$ cat config.mk
export PLATFORM = sky130hd
export DESIGN_NAME = branch_resolve_queue
export DESIGN_NICKNAME = d
export VERILOG_FILES = /design/src/rtl/bp_pkg.sv /design/src/rtl/brq_fifo_mem.sv /design/src/rtl/branch_resolve_queue.sv
export SDC_FILE = /design/constraint.sdc
export NUM_CORES = 1
export LEC_CHECK = 0
export CORE_ASPECT_RATIO = 1.75
export CORE_MARGIN = 2
export CORE_UTILIZATION = 63
export CTS_CLUSTER_DIAMETER = 200
export DETAILED_ROUTE_END_ITERATION = 6
export DONT_BUFFER_PORTS = 1
export PLACE_DENSITY = 0.79
export SYNTH_ARGS = -nofsm -noshare
export SYNTH_HDL_FRONTEND = slang
export SYNTH_SLANG_ARGS = --single-unit
$ cat constraint.sdc
create_clock -name CLK -period 13 [get_ports CLK]
set_input_delay 0.65 -clock CLK [delete_from_list [all_inputs] [get_ports CLK]]
set_output_delay 0.65 -clock CLK [all_outputs]
set_load 0.02 [all_outputs]
$ cat src/rtl/bp_pkg.sv
// Shared branch-prediction types and constants for the branch resolve queue
// and the direction predictor it trains.
package bp_pkg;

  localparam int unsigned PC_W        = 32;
  localparam int unsigned INSTR_BYTES = 4;
  localparam int unsigned IDX_LO      = 2;
  localparam int unsigned IDX_HI      = 11;

  typedef struct packed {
    logic [PC_W-1:0] pc;
    logic            pred_taken;
    logic [PC_W-1:0] pred_target;
  } brq_entry_t;

  typedef enum logic [0:0] {RUN, FLUSH} brq_state_e;

  function automatic logic [PC_W-1:0] next_seq_pc(input logic [PC_W-1:0] pc);
    return pc + PC_W'(INSTR_BYTES);
  endfunction

  // Predictor table index for a given PC.
  function automatic logic [IDX_HI-IDX_LO:0] pred_index(input logic [PC_W-1:0] pc);
    return pc[IDX_HI:IDX_LO];
  endfunction

endpackage

$ cat src/rtl/brq_fifo_mem.sv
// Entry storage for the branch resolve queue: one synchronous write port and
// one asynchronous read port.
module brq_fifo_mem
  import bp_pkg::*;
#(
  parameter int unsigned DEPTH = 8,
  parameter int unsigned PTR_W = $clog2(DEPTH)
) (
  input  logic             i_clk,
  input  logic             i_we,
  input  logic [PTR_W-1:0] i_waddr,
  input  brq_entry_t       i_wdata,
  input  logic [PTR_W-1:0] i_raddr,
  output brq_entry_t       o_rdata
);

  brq_entry_t r_mem [DEPTH];

  // No reset: validity is tracked by the pointers and count in the parent.
  always_ff @(posedge i_clk) begin
    if (i_we) r_mem[i_waddr] <= i_wdata;
  end

  assign o_rdata = r_mem[i_raddr];

endmodule

$ cat src/rtl/branch_resolve_queue.sv
// In-order queue of predicted branches; resolves them, trains the predictor and
// raises mispredict redirects. Optional stats counters: BRQ_MISPREDICT_STATS_EN.
module branch_resolve_queue
  import bp_pkg::*;
#(
  parameter int unsigned DEPTH = 8,
  parameter int unsigned PTR_W = $clog2(DEPTH)
) (
  input  logic            CLK,
  input  logic            RESET,
  input  logic            FetchValid,
  input  logic [PC_W-1:0] FetchPC,
  input  logic            FetchPredTaken,
  input  logic [PC_W-1:0] FetchPredTarget,
  output logic            Full,
  input  logic            ResolveValid,
  input  logic            ResolveTaken,
  input  logic [PC_W-1:0] ResolveTarget,
  output logic            UpdateValid,
  output logic            UpdateTaken,
  output logic [PC_W-1:0] UpdatePC,
  output logic            Mispredict,
  output logic [PC_W-1:0] RedirectPC,
  output logic [PTR_W:0]  Count,
  output logic            ErrUnderflow,
  output logic [31:0]     StatBranches,
  output logic [31:0]     StatMispredicts
);

  brq_state_e r_state, w_state_next;
  logic [PTR_W-1:0] r_head, r_tail;
  logic [PTR_W:0]   r_count;

  logic            r_upd_valid, r_upd_taken, r_mispredict, r_err_underflow;
  logic [PC_W-1:0] r_upd_pc, r_redirect_pc;

  logic       w_empty, w_full, w_run, w_push, w_pop, w_mis, w_mis_pop, w_wr;
  brq_entry_t w_wr_entry, w_head_entry;

  assign w_empty = (r_count == '0);
  assign w_full  = (r_count == (PTR_W+1)'(DEPTH));
  assign w_run   = (r_state == RUN);

  // Full depends only on the registered count, so a same-cycle pop never frees a slot.
  assign w_push = w_run & FetchValid & ~w_full;
  assign w_pop  = w_run & ResolveValid & ~w_empty;

  assign w_mis = (w_head_entry.pred_taken != ResolveTaken) ||
                 (w_head_entry.pred_taken && ResolveTaken &&
                  (w_head_entry.pred_target != ResolveTarget));
  assign w_mis_pop = w_pop & w_mis;
  assign w_wr      = w_push & ~w_mis_pop;

  assign w_wr_entry = '{pc: FetchPC, pred_taken: FetchPredTaken, pred_target: FetchPredTarget};

  brq_fifo_mem #(
    .DEPTH (DEPTH),
    .PTR_W (PTR_W)
  ) u_mem (
    .i_clk   (CLK),
    .i_we    (w_wr),
    .i_waddr (r_tail),
    .i_wdata (w_wr_entry),
    .i_raddr (r_head),
    .o_rdata (w_head_entry)
  );

  always_comb begin
    w_state_next = r_state;
    unique case (r_state)
      RUN:     if (w_mis_pop) w_state_next = FLUSH;
      FLUSH:   w_state_next = RUN;
      default: w_state_next = RUN;
    endcase
  end

  always_ff @(posedge CLK or posedge RESET) begin
    if (RESET) begin
      r_state <= RUN;
      r_head  <= '0;
      r_tail  <= '0;
      r_count <= '0;
    end else begin
      r_state <= w_state_next;
      if (w_mis_pop) begin
        // Drop every younger entry along with any same-cycle push.
        r_head  <= r_head + PTR_W'(1);
        r_tail  <= r_head + PTR_W'(1);
        r_count <= '0;
      end else begin
        if (w_pop) r_head <= r_head + PTR_W'(1);
        if (w_wr)  r_tail <= r_tail + PTR_W'(1);
        if (w_wr && !w_pop)      r_count <= r_count + (PTR_W+1)'(1);
        else if (w_pop && !w_wr) r_count <= r_count - (PTR_W+1)'(1);
      end
    end
  end

  always_ff @(posedge CLK or posedge RESET) begin
    if (RESET) begin
      r_upd_valid     <= 1'b0;
      r_upd_taken     <= 1'b0;
      r_upd_pc        <= '0;
      r_mispredict    <= 1'b0;
      r_redirect_pc   <= '0;
      r_err_underflow <= 1'b0;
    end else begin
      r_upd_valid  <= w_pop;
      r_mispredict <= w_mis_pop;
      if (w_pop) begin
        r_upd_taken <= ResolveTaken;
        r_upd_pc    <= w_head_entry.pc;
      end
      if (w_mis_pop) begin
        r_redirect_pc <= ResolveTaken ? ResolveTarget : next_seq_pc(w_head_entry.pc);
      end
      if (w_run && ResolveValid && w_empty) r_err_underflow <= 1'b1;
    end
  end

`ifdef BRQ_MISPREDICT_STATS_EN
  logic [31:0] r_stat_branches, r_stat_mispredicts;

  always_ff @(posedge CLK or posedge RESET) begin
    if (RESET) begin
      r_stat_branches    <= '0;
      r_stat_mispredicts <= '0;
    end else begin
      if (w_pop)     r_stat_branches    <= r_stat_branches + 32'd1;
      if (w_mis_pop) r_stat_mispredicts <= r_stat_mispredicts + 32'd1;
    end
  end

  assign StatBranches    = r_stat_branches;
  assign StatMispredicts = r_stat_mispredicts;
`else
  assign StatBranches    = '0;
  assign StatMispredicts = '0;
`endif

  assign Full         = w_full;
  assign Count        = r_count;
  assign UpdateValid  = r_upd_valid;
  assign UpdateTaken  = r_upd_taken;
  assign UpdatePC     = r_upd_pc;
  assign Mispredict   = r_mispredict;
  assign RedirectPC   = r_redirect_pc;
  assign ErrUnderflow = r_err_underflow;

endmodule

* Word-level counts from Yosys, hierarchy flattened
Memories as Yosys holds them, arrays and structs flattened. Index checks and enable logic that the tools add are counted.
Storage, ports and cells: bits in registers 79, bits in latches 0, input port bits 102, memories 1, output and inout port bits 137, bits in read-only memories 0, memory bits (writable) 520
Memories:
- u_mem.r_mem | depth 8, bits a word 65, read ports 1, clocked after Yosys merged registers in 0, wr ports 1, RTL line brq_fifo_mem.sv:17 | brq_entry_t r_mem [DEPTH];
Cells by class: magnitude comparators 0, multipliers 0, $add $sub $neg 5, divide/modulo/power cells 0, multiplexer cells 12, eq/ne operators 3, reductions and logical operators 13, shift-type cells 0, bitwise logic cells 10
Operators with widths (number):
- adder 32 x 3 -> 32 bit (second input constant) | 1
- two-way mux 32 bit | 1
- inequality test 32 bit | 1
- two-way mux 3 bit | 4
- two-way mux 4 bit | 3
- adder 3 x 1 -> 3 bit (second input constant) | 2
- bitwise AND 1 bit | 6
- logical AND 1 bit | 6
- adder 4 x 1 -> 4 bit (second input constant) | 1
- equality test 4 bit (second input constant) | 1
- logical NOT 4 bit | 1
- NOT 1 bit | 4
- nonzero test 2 bit | 2
- subtractor 4 x 1 -> 4 bit (second input constant) | 1
- two-way mux 1 bit | 3
- nonzero test 3 bit | 1
- logical NOT 1 bit | 2
- case mux 1 bit (2 select lines) | 1
- logical OR 1 bit | 1
- inequality test 1 bit | 1

* Logic depth before layout (Yosys ltp)
Gate-level depths: netlist (run 1). An unclocked memory read counts as a cell.
depth in word-level cells 12, depth in mapped cells 14, mapped depth without buffers 11

* Hierarchy
From an unflattened synthesis (run 1), not the netlist that was laid out.
Unflattened totals: cell total of the unflattened synthesis 1233, area, all modules 24636.1 µm²
By module, submodules not included:
- brq_fifo_mem | area each 19556.3 µm², cells each 764, times used 1
- branch_resolve_queue | area each 5079.9 µm², cells each 469, times used 1

* Worst setup path before layout (run 1)
No wires, ideal clock.
kind reg2reg, start point reg r_head[0], end point mem u_mem.r_mem[3][0] (netlist bit), enable pin, cell stages (with the launch flop) 15, clock period less this slack 10373 ps, data arrival time 9701 ps, path slack 2627 ps, setup time 672 ps, data required time 12328 ps, cells stage by stage dfrtp_1 -> buf_6 -> buf_12 -> buf_12 -> buf_12 -> buf_6 -> buf_2 -> mux4_2 -> mux2_2 -> ha_1 -> nand2_1 -> o21ai_1 -> buf_2 -> buf_2 -> nor4b_1
Between the ends: word-level cells in the longest chain between the ends 9, elaborated cells on any way between the ends 11, classes of those cells eq/ne (2); mux (2); bitwise (3); reduce/logical (3); memory (1)
Ends and longest elaborated chain:
- start: declaration | RTL line branch_resolve_queue.sv:31 | logic [PTR_W-1:0] r_head, r_tail;
- start signal: assignment | RTL line branch_resolve_queue.sv:87 | r_head <= r_head + PTR_W'(1);
- start signal: assignment | RTL line branch_resolve_queue.sv:91 | if (w_pop) r_head <= r_head + PTR_W'(1);
- memory read (8 x 65 bit) *
- inequality test 32 bit / logical AND 1 bit (equally long branches) | RTL line branch_resolve_queue.sv:50, branch_resolve_queue.sv:49
- logical AND 1 bit | RTL line branch_resolve_queue.sv:49 | (w_head_entry.pred_taken && ResolveTaken &&
- logical OR 1 bit * | RTL line branch_resolve_queue.sv:48 | assign w_mis = (w_head_entry.pred_taken != ResolveTaken) ||
- bitwise AND 1 bit * | RTL line branch_resolve_queue.sv:51 | assign w_mis_pop = w_pop & w_mis;
- NOT 1 bit * | RTL line branch_resolve_queue.sv:52 | assign w_wr = w_push & ~w_mis_pop;
- bitwise AND 1 bit * | RTL line branch_resolve_queue.sv:52
- two-way mux 1 bit * | RTL line brq_fifo_mem.sv:21 | if (i_we) r_mem[i_waddr] <= i_wdata;
- two-way mux 1 bit (implied by the code) * | RTL line brq_fifo_mem.sv:21
- end: declaration | RTL line brq_fifo_mem.sv:17
Every way passes the cells marked *; elsewhere a longest branch is shown, timed or not.

* Worst setup path after layout (run 1)
start point reg r_head[1], end point mem u_mem.r_mem[0][31] (netlist bit), enable pin
Same word-level chain as after synthesis.

==> results.rst, run 1 <==
.. list-table::
   :header-rows: 1

   * - Metric
     - Value
   * - Post-Route Utilization
     - 68.2%
   * - Cell types occupying the most area after synthesis
     - edfxtp_1, dfrtp_1, mux4_2
   * - Static leakage power
     - 9.26 nW
   * - Number of standard cells after synthesis
     - 1382
   * - Max transition margin
     - 30.1%
   * - Placed cell area
     - 25100 um2
   * - List of cells traversed by the critical path
     - buf_4 > mux4_2 > nand2b_1 > a21oi_1 > o22a_1 > nand4_1 > nor4_2 > o21ai_4 > buf_4 > nor4b_2 > buf_4
   * - Arithmetic-cell share of the synthesized area counting full adders, half adders and majority gates
     - 0.381%
   * - Number of nets still failing antenna checks after routing
     - 0
   * - Total power divided by cell area
     - 232 nW/um2
   * - Sequential share of the synthesized area
     - 70.5%
   * - Sequential Area
     - 17600 um2
   * - Worst-case reg-to-reg path depth
     - 11
   * - Setup clock skew after layout
     - 0.0152 ns
   * - VDD IR max
     - 0.000159 V
   * - Biggest fanout along the worst timing path
     - 63
   * - Root buffer selected by CTS
     - clkbuf_16
   * - Buffers inserted during post-CTS setup optimization
     - 0
   * - Post-route fraction of the period consumed by the critical path
     - 45.9%
   * - Die Y
     - 267 um
   * - Placeable core region
     - 39200 um2
   * - Number of top-level pins
     - 239
   * - Biggest cell delay along the critical path
     - 1.00 ns
   * - Clock buffer depth
     - 3
   * - Detailed placer's ending HPWL
     - 37000 um
   * - Final Total Pwr
     - 0.00619 W
   * - End of the critical path
     - u_mem.r_mem[0][31]$_DFFE_PP_
   * - Fraction of post-synthesis cell area in the top cell type by area
     - 62.5%
   * - Floorplan die area
     - 41300 um2
   * - Combined global-route utilization of all metal layers
     - 28.4%
   * - Drt wl/cell
     - 29.7 um
   * - Worst-Margin Slew
     - 1.02 ns
   * - Endpoint of the lowest-slack register-to-register path
     - u_mem.r_mem[0][31]$_DFFE_PP_
   * - Count of vias placed by the detailed router
     - 12639
   * - Final-layout setup total negative slack
     - 0 ns
   * - Later-pin clock latency in the skew report
     - 0.59 ns
   * - H-tree Lvls
     - 2
   * - Port-buffer cells
     - 0
   * - Reg-to-reg startpoint
     - r_head[1]$_DFFE_PP0P_
   * - Num Clock Sinks
     - 599
   * - Number of buffers created by CTS
     - 51
   * - Total global routing overflow
     - 0
   * - Required time reported for the critical path endpoint
     - 13.20 ns
   * - Capturing element type of the critical path
     - register
   * - CTS tree
     - done
   * - Vias in the first global route
     - 13097
   * - First-pass GRT wire length
     - 84800 um
   * - Max-Cap Viols
     - 0
   * - Leading area contributor after synthesis
     - edfxtp_1
   * - Primary flip-flop cell chosen by synthesis mapping
     - edfxtp_1
   * - Worst setup path start
     - r_head[1]$_DFFE_PP0P_
   * - Bufs and invs on worst path
     - 3
   * - Run status
     - complete, no violations
   * - Crit-path most repeated cell
     - buf_4
   * - Setup-failing EPs final
     - 0
   * - Mux contribution to synthesized area
     - 15.2%
   * - Delay-heaviest family, CP
     - buffers and inverters
   * - Most used standard cell by instance count after synthesis
     - edfxtp_1
   * - P&R area growth vs syn
     - 6.92%
   * - R2R Setup Slk
     - 7.03 ns
   * - Number of hold violations in the final report
     - 0
   * - Main combinational cell family by area after synthesis
     - multiplexers
   * - Starting DRT DRC Count
     - 1081
   * - Data arrival, critical path
     - 6.17 ns
   * - Share of flip-flops with an asynchronous set or reset after synthesis
     - 13.2%
   * - Maximum number of pins on one net before global-route repair
     - 70
   * - F_max
     - 168 MHz
   * - Global placement routability congestion
     - 0.836
   * - Synth Cell Area
     - 25000 um2
   * - Standard-cell rows
     - 96
   * - Die X
     - 154 um
   * - Number of synthesized flops with an enable pin
     - 520
   * - Number of nets in the final layout
     - 1503
   * - Worst-path clk slew
     - 0.07 ns
   * - Multi-input logic area
     - 6660 um2
   * - Post-Syn Area per Cell
     - 18.1 um2
   * - Final WL
     - 57300 um
   * - Synthesized-area fraction occupied by ao, oa, aoi and oai cells
     - 3.92%
   * - Most numerous cell types in the synthesized netlist
     - edfxtp_1, mux2i_1, dfrtp_1, buf_4, mux4_2
   * - Distinct cells, synth
     - 61
   * - Final-layout fill cell count
     - 2487
   * - Worst path slowest cell
     - dfrtp_4
   * - Post-route cell area
     - 26700 um2
   * - Synthesized-area fraction occupied by and/or/nand/nor cells
     - 4.68%
   * - Setup repair after global routing missed its margin
     - no
   * - Worst min-delay path category
     - in -> reg
   * - Initial antenna violation count
     - 1
   * - Number of warnings issued by yosys
     - 0
   * - Routed via count divided by cell count
     - 6.56
   * - Router iterations before antenna repair
     - 5
   * - Kind of critical path
     - reg -> reg
   * - Initial core utilization
     - 63.8%
   * - Fraction of final layout cells sized beyond drive strength 1
     - 17.0%
   * - Antenna diodes
     - 0
   * - Slew Viols, Final
     - 0
   * - Synth Register Bits
     - 599
   * - Count of cell instances traversed by the critical path
     - 11
   * - Startpoint type of the worst setup path
     - register
   * - Xor/xnor share of the synthesized area
     - 1.26%
   * - Final routed DRC violation total
     - 0
   * - Post-layout min period
     - 5.97 ns
## cell families after synthesis
group	after synthesis
DFF	599
muxes	237
and+or+nand+nor	211
AOI/OAI and AO/OA	155
buffers and inverters	136
xor gates and xnor gates	36
adders and majority gates	7
other	1
## metal layers
| layer | GRT usage (%) | vias up | share of wire (%) |
|---|---|---|---|
| li1 | - | 5348 | - |
| met4 | 13.4 | 2 | 4.9 |
| met2 | 50.0 | 621 | 53 |
| met1 | 33.1 | 6534 | 33 |
| met3 | 6.44 | 134 | 8.7 |
| met5 | 0 | - | 0.023 |
## how the worst min path moves through the flow
stage,from,end,slack (ns),cells past startpoint
floorplan,r_state$_DFF_PP0_,ErrUnderflow$_DFFE_PP0P_,0.59,2
global placement,RESET,UpdatePC[31]$_DFFE_PP0P_,0.50,1
detailed placement,RESET,UpdatePC[27]$_DFFE_PP0P_,0.51,1
CTS,FetchPC[5],u_mem.r_mem[1][38]$_DFFE_PP_,0.12,0
global route,FetchPC[24],u_mem.r_mem[5][57]$_DFFE_PP_,0.14,0
finish,FetchPC[22],u_mem.r_mem[6][55]$_DFFE_PP_,0.15,0
## per-stage QoR
stage / worst slack [ns] / hold slack (ns) / std cells
2_1_floorplan: 2.63 / 0.590 / 1445
3_3_place_gp: 7.20 / 0.502 / 1830
3_5_place_dp: 7.12 / 0.511 / 1830
4_1_cts: 7.06 / 0.125 / 1926
5_1_grt: 6.82 / 0.136 / 1926
6_report: 7.03 / 0.152 / 1926
## cell usage in the layout (no fill, tap or decap), types with 5 or more instances in the layout
cell         n
o22a_1      15
clkbuf_1    17
conb_1      64
and3_1      30
mux2_2      39
a21oi_1     66
edfxtp_1   520
nand2_1     45
ha_1         6
xor2_1      17
a22oi_1     30
xnor2_1     19
mux2i_1     94
o21ai_0     31
buf_4       24
dfrtp_1     76
inv_1        5
mux4_1      30
nand4_1      7
nand2b_1    34
nand3_1     10
clkbuf_16   54
mux4_2      68
clkinv_2    11
nor2_1      47
nor4_2       6
## report_power, final
group / leakage (nW) / switching, W / internal [W]
Clock: 0.783 / 0.000671 / 0.000806
Sequential: 5.62 / 0.000354 / 0.00243
Combinational: 2.85 / 0.00113 / 0.000797
## sequential cells by signal (all words and copies together) (netlist names)
name	flops
UpdateTaken	1
u_mem.r_mem	520
r_head	3
UpdateValid	1
UpdatePC	32
r_tail	3
r_state	1
Mispredict	1
Count	4
RedirectPC	32
ErrUnderflow	1
## timing repair
| action | 4_1_cts | 5_1_grt |
|---|---|---|
| hold buffers | 1 | 0 |
| resized for setup | 0 | 0 |
| hold endpoints to repair | 25 | 0 |
## layout make-up
| type | instances | share of cell area, % |
|---|---|---|
| tap | 490 | 2.30 |
| multi-input combinational | 710 | 24.9 |
| sequential | 599 | 65.9 |
| timing repair buffer | 25 | 0.712 |
| clock inverter | 20 | 0.492 |
| clock buffer | 75 | 5.51 |
| inverter | 7 | 0.127 |
Power figures use the tool's default switching activity.
==> run 2, diff against run 1 <==
- CORE_UTILIZATION: 63 -> 57
- PLACE_DENSITY: 0.79 -> 0.75
- clock period: 13 -> 5.05 ns (I/O delays scaled with it)
==> run 2 against run 1 <==
Effect of this change: non-clock buffer count is 96 higher; final cell count is 9.1% higher; flip-flop and latch count stayed put; register-to-register slack worse by 6.5 ns; combinational power grew to 2.7 times the previous value; via count is 3.0% higher; clock power grew to 2.6 times the previous value; critical path type unchanged; highest routed layer unchanged.
==> results.rst, run 2 (synthesis results as in run 1) <==
.. list-table::
   :header-rows: 1

   * - Metric
     - Value
   * - Post-layout min period
     - 4.53 ns (was 5.97 ns)
   * - Fraction of final layout cells sized beyond drive strength 1
     - 16.9% (was 17.0%)
   * - Kind of critical path
     - reg -> reg (unchanged)
   * - Post-place setup slack
     - 0.577 ns (was 7.12 ns)
   * - Combined global-route utilization of all metal layers
     - 26.0% (was 28.4%)
   * - Count of vias placed by the detailed router
     - 13023 (was 12639)
   * - Maximum number of pins on one net before global-route repair
     - 70 (unchanged)
   * - Max-Cap Viols
     - 0 (unchanged)
   * - Standard-cell rows
     - 101 (was 96)
   * - Setup-failing EPs final
     - 0 (unchanged)
   * - Router iterations before antenna repair
     - 5 (unchanged)
   * - VDD IR max
     - 0.000411 V (was 0.000159 V)
   * - Clock buffer depth
     - 3 (unchanged)
   * - Placeable core region
     - 43300 um2 (was 39200 um2)
   * - Floorplan die area
     - 45600 um2 (was 41300 um2)
   * - Final WL
     - 58900 um (was 57300 um)
   * - Num Clock Sinks
     - 599 (unchanged)
   * - Post-route fraction of the period consumed by the critical path
     - 89.7% (was 45.9%)
   * - CTS tree
     - done (unchanged)
   * - Starting DRT DRC Count
     - 1211 (was 1081)
   * - Die Y
     - 281 um (was 267 um)
   * - Total global routing overflow
     - 0 (unchanged)
   * - Smallest setup slack after layout
     - 0.520 ns (was 7.03 ns)
   * - Port-buffer cells
     - 0 (unchanged)
   * - H-tree Lvls
     - 2 (unchanged)
   * - Largest register by flop count
     - u_mem.r_mem (unchanged)
   * - Setup clock skew after layout
     - 0.0242 ns (was 0.0152 ns)
   * - Number of flip-flops in the largest register
     - 520 (unchanged)
   * - Detailed placer's ending HPWL
     - 37800 um (was 37000 um)
   * - Number of hold violations in the final report
     - 0 (unchanged)
   * - Data arrival, critical path
     - 4.98 ns (was 6.17 ns)
   * - Final routed DRC violation total
     - 0 (unchanged)
   * - Later-pin clock latency in the skew report
     - 0.58 ns (was 0.59 ns)
   * - Slew Viols, Final
     - 0 (unchanged)
   * - First-pass GRT wire length
     - 85800 um (was 84800 um)
   * - Run status
     - complete, no violations (unchanged)
   * - Die X
     - 162 um (was 154 um)
   * - Setup repair after global routing missed its margin
     - no (unchanged)
   * - Vias in the first global route
     - 13435 (was 13097)
   * - Most common library cell in the layout ignoring fill and taps
     - edfxtp_1 (unchanged)
   * - Root buffer selected by CTS
     - clkbuf_16 (unchanged)
   * - P&R area growth vs syn
     - 12.1% (was 6.92%)
   * - Final-layout fill cell count
     - 2875 (was 2487)
   * - Biggest fanout along the worst timing path
     - 42 (was 63)
   * - Number of nets in the final layout
     - 1597 (was 1503)
   * - Drt wl/cell
     - 28.0 um (was 29.7 um)
   * - F_max
     - 221 MHz (was 168 MHz)
   * - Number of top-level pins
     - 239 (unchanged)
   * - Number of buffers created by CTS
     - 49 (was 51)
   * - Final hold slack
     - 0.0303 ns (was 0.152 ns)
   * - Startpoint type of the worst setup path
     - register (unchanged)
   * - Max transition margin
     - 30.7% (was 30.1%)
   * - Routed via count divided by cell count
     - 6.20 (was 6.56)
   * - Required time reported for the critical path endpoint
     - 5.50 ns (was 13.20 ns)
   * - Number of nets still failing antenna checks after routing
     - 0 (unchanged)
   * - Initial core utilization
     - 57.6% (was 63.8%)
   * - Global placement routability congestion
     - 0.842 (was 0.836)
   * - Commonest cells after routing, fill and taps aside
     - edfxtp_1, mux2i_1, dlygate4sd3_1 (was edfxtp_1, mux2i_1, dfrtp_1)
   * - Worst-Margin Slew
     - 1.01 ns (was 1.02 ns)
   * - Initial antenna violation count
     - 7 (was 1)
   * - Post-Route Utilization
     - 64.6% (was 68.2%)
   * - Total power divided by cell area
     - 579 nW/um2 (was 232 nW/um2)
   * - Worst-path clk slew
     - 0.07 ns (about the same)
   * - Static leakage power
     - 9.75 nW (was 9.26 nW)
   * - Buffers inserted during post-CTS setup optimization
     - 0 (unchanged)
   * - Worst min-delay path category
     - in -> reg (unchanged)
   * - Capturing element type of the critical path
     - register (unchanged)
   * - Final Total Pwr
     - 0.0162 W (was 0.00619 W)
[run 2: cell count changes in the layout (fill, tap and decap cells not counted), moves of 2 or more]
cell | previous run | this run
dlygate4sd3_1 | 1 | 88
buf_12 | 0 | 12
diode_2 | 0 | 6
clkbuf_1 | 17 | 12
clkbuf_8 | 4 | 8
buf_4 | 24 | 21
nor4b_2 | 4 | 1
nor4b_4 | 0 | 3
bufinv_16 | 1 | 3
clkbuf_16 | 54 | 52
clkinv_1 | 4 | 2
nor4_2 | 6 | 4
nor4_4 | 0 | 2
[run 2: repair_timing]
item / 4_1_cts / 5_1_grt
hold buffers: 89 / 0
resized for setup: 0 / 0
endpoints found under the hold margin: 565 / 0
[run 2: final cells by class]
| class | instances | area [um2] | area share [%] |
|---|---|---|---|
| Clock buffer | 72 | 1460 | 5.20 |
| Inverter | 7 | 33.8 | 0.121 |
| Clock inverter | 20 | 185 | 0.661 |
| Antenna cell | 6 | 15.0 | 0.0536 |
| Tap cell | 566 | 708 | 2.53 |
| Timing Repair Buffer | 121 | 1280 | 4.57 |
| Multi-Input combinational cell | 710 | 6720 | 24.0 |
| Sequential cell | 599 | 17600 | 62.9 |
[run 2: report_power, final]
group | switching (W) | leakage [nW] | total, W | internal [W]
Sequential | 0.000825 | 5.62 | 0.00707 | 0.00625
Combinational | 0.00308 | 3.32 | 0.00528 | 0.00220
Clock | 0.00170 | 0.810 | 0.00386 | 0.00216
Total | 0.00560 | 9.75 | 0.0162 | 0.0106
[run 2: final timing paths]
kind | to | slack (ns) | cells past startpoint | startpoint
worst min register to register | ErrUnderflow$_DFFE_PP0P_ | 0.63 | 1 | ErrUnderflow$_DFFE_PP0P_
min in group asynchronous | RedirectPC[28]$_DFFE_PP0P_ | 0.11 | 2 | RESET
max in group asynchronous | r_head[0]$_DFFE_PP0P_ | 3.74 | 3 | RESET
worst max-delay path | RedirectPC[16]$_DFFE_PP0P_ | 0.52 | 10 | r_head[0]$_DFFE_PP0P_
worst min-delay path | RedirectPC[23]$_DFFE_PP0P_ | 0.03 | 3 | ResolveTarget[23]
worst max register to register | RedirectPC[16]$_DFFE_PP0P_ | 0.52 | 10 | r_head[0]$_DFFE_PP0P_
[run 2: metrics by stage]
| stage | TNS (ns) | instance area (um2) | cells |
|---|---|---|---|
| floorplan | -32.42 | 25400 | 1445 |
| global placement | 0 | 25400 | 1914 |
| detailed placement | 0 | 25400 | 1914 |
| CTS | 0 | 28000 | 2095 |
| global route | 0 | 28000 | 2101 |
| finish | 0 | 28000 | 2101 |
[run 2: per-layer routing]
layer  part of all wire [%]  vias to the layer above  GRT usage, %
met5                  0.019                        -             0
met1                     35                     6720          31.0
met3                    7.0                      121          4.25
met2                     54                      623          46.7
met4                    4.1                        2          11.1
li1                       -                     5557             -
[run 2: critical path: stages (launching register included)]
cell and delay [ns]:
dfrtp_4 0.53, buf_4 0.67, mux4_1 0.63, mux2i_1 0.72, a211oi_1 0.23, nand4_1 0.21, a21o_1 0.12, xnor2_1 0.28
o21ai_0 0.15, dlygate4sd3_1 0.58, mux2_2 0.27
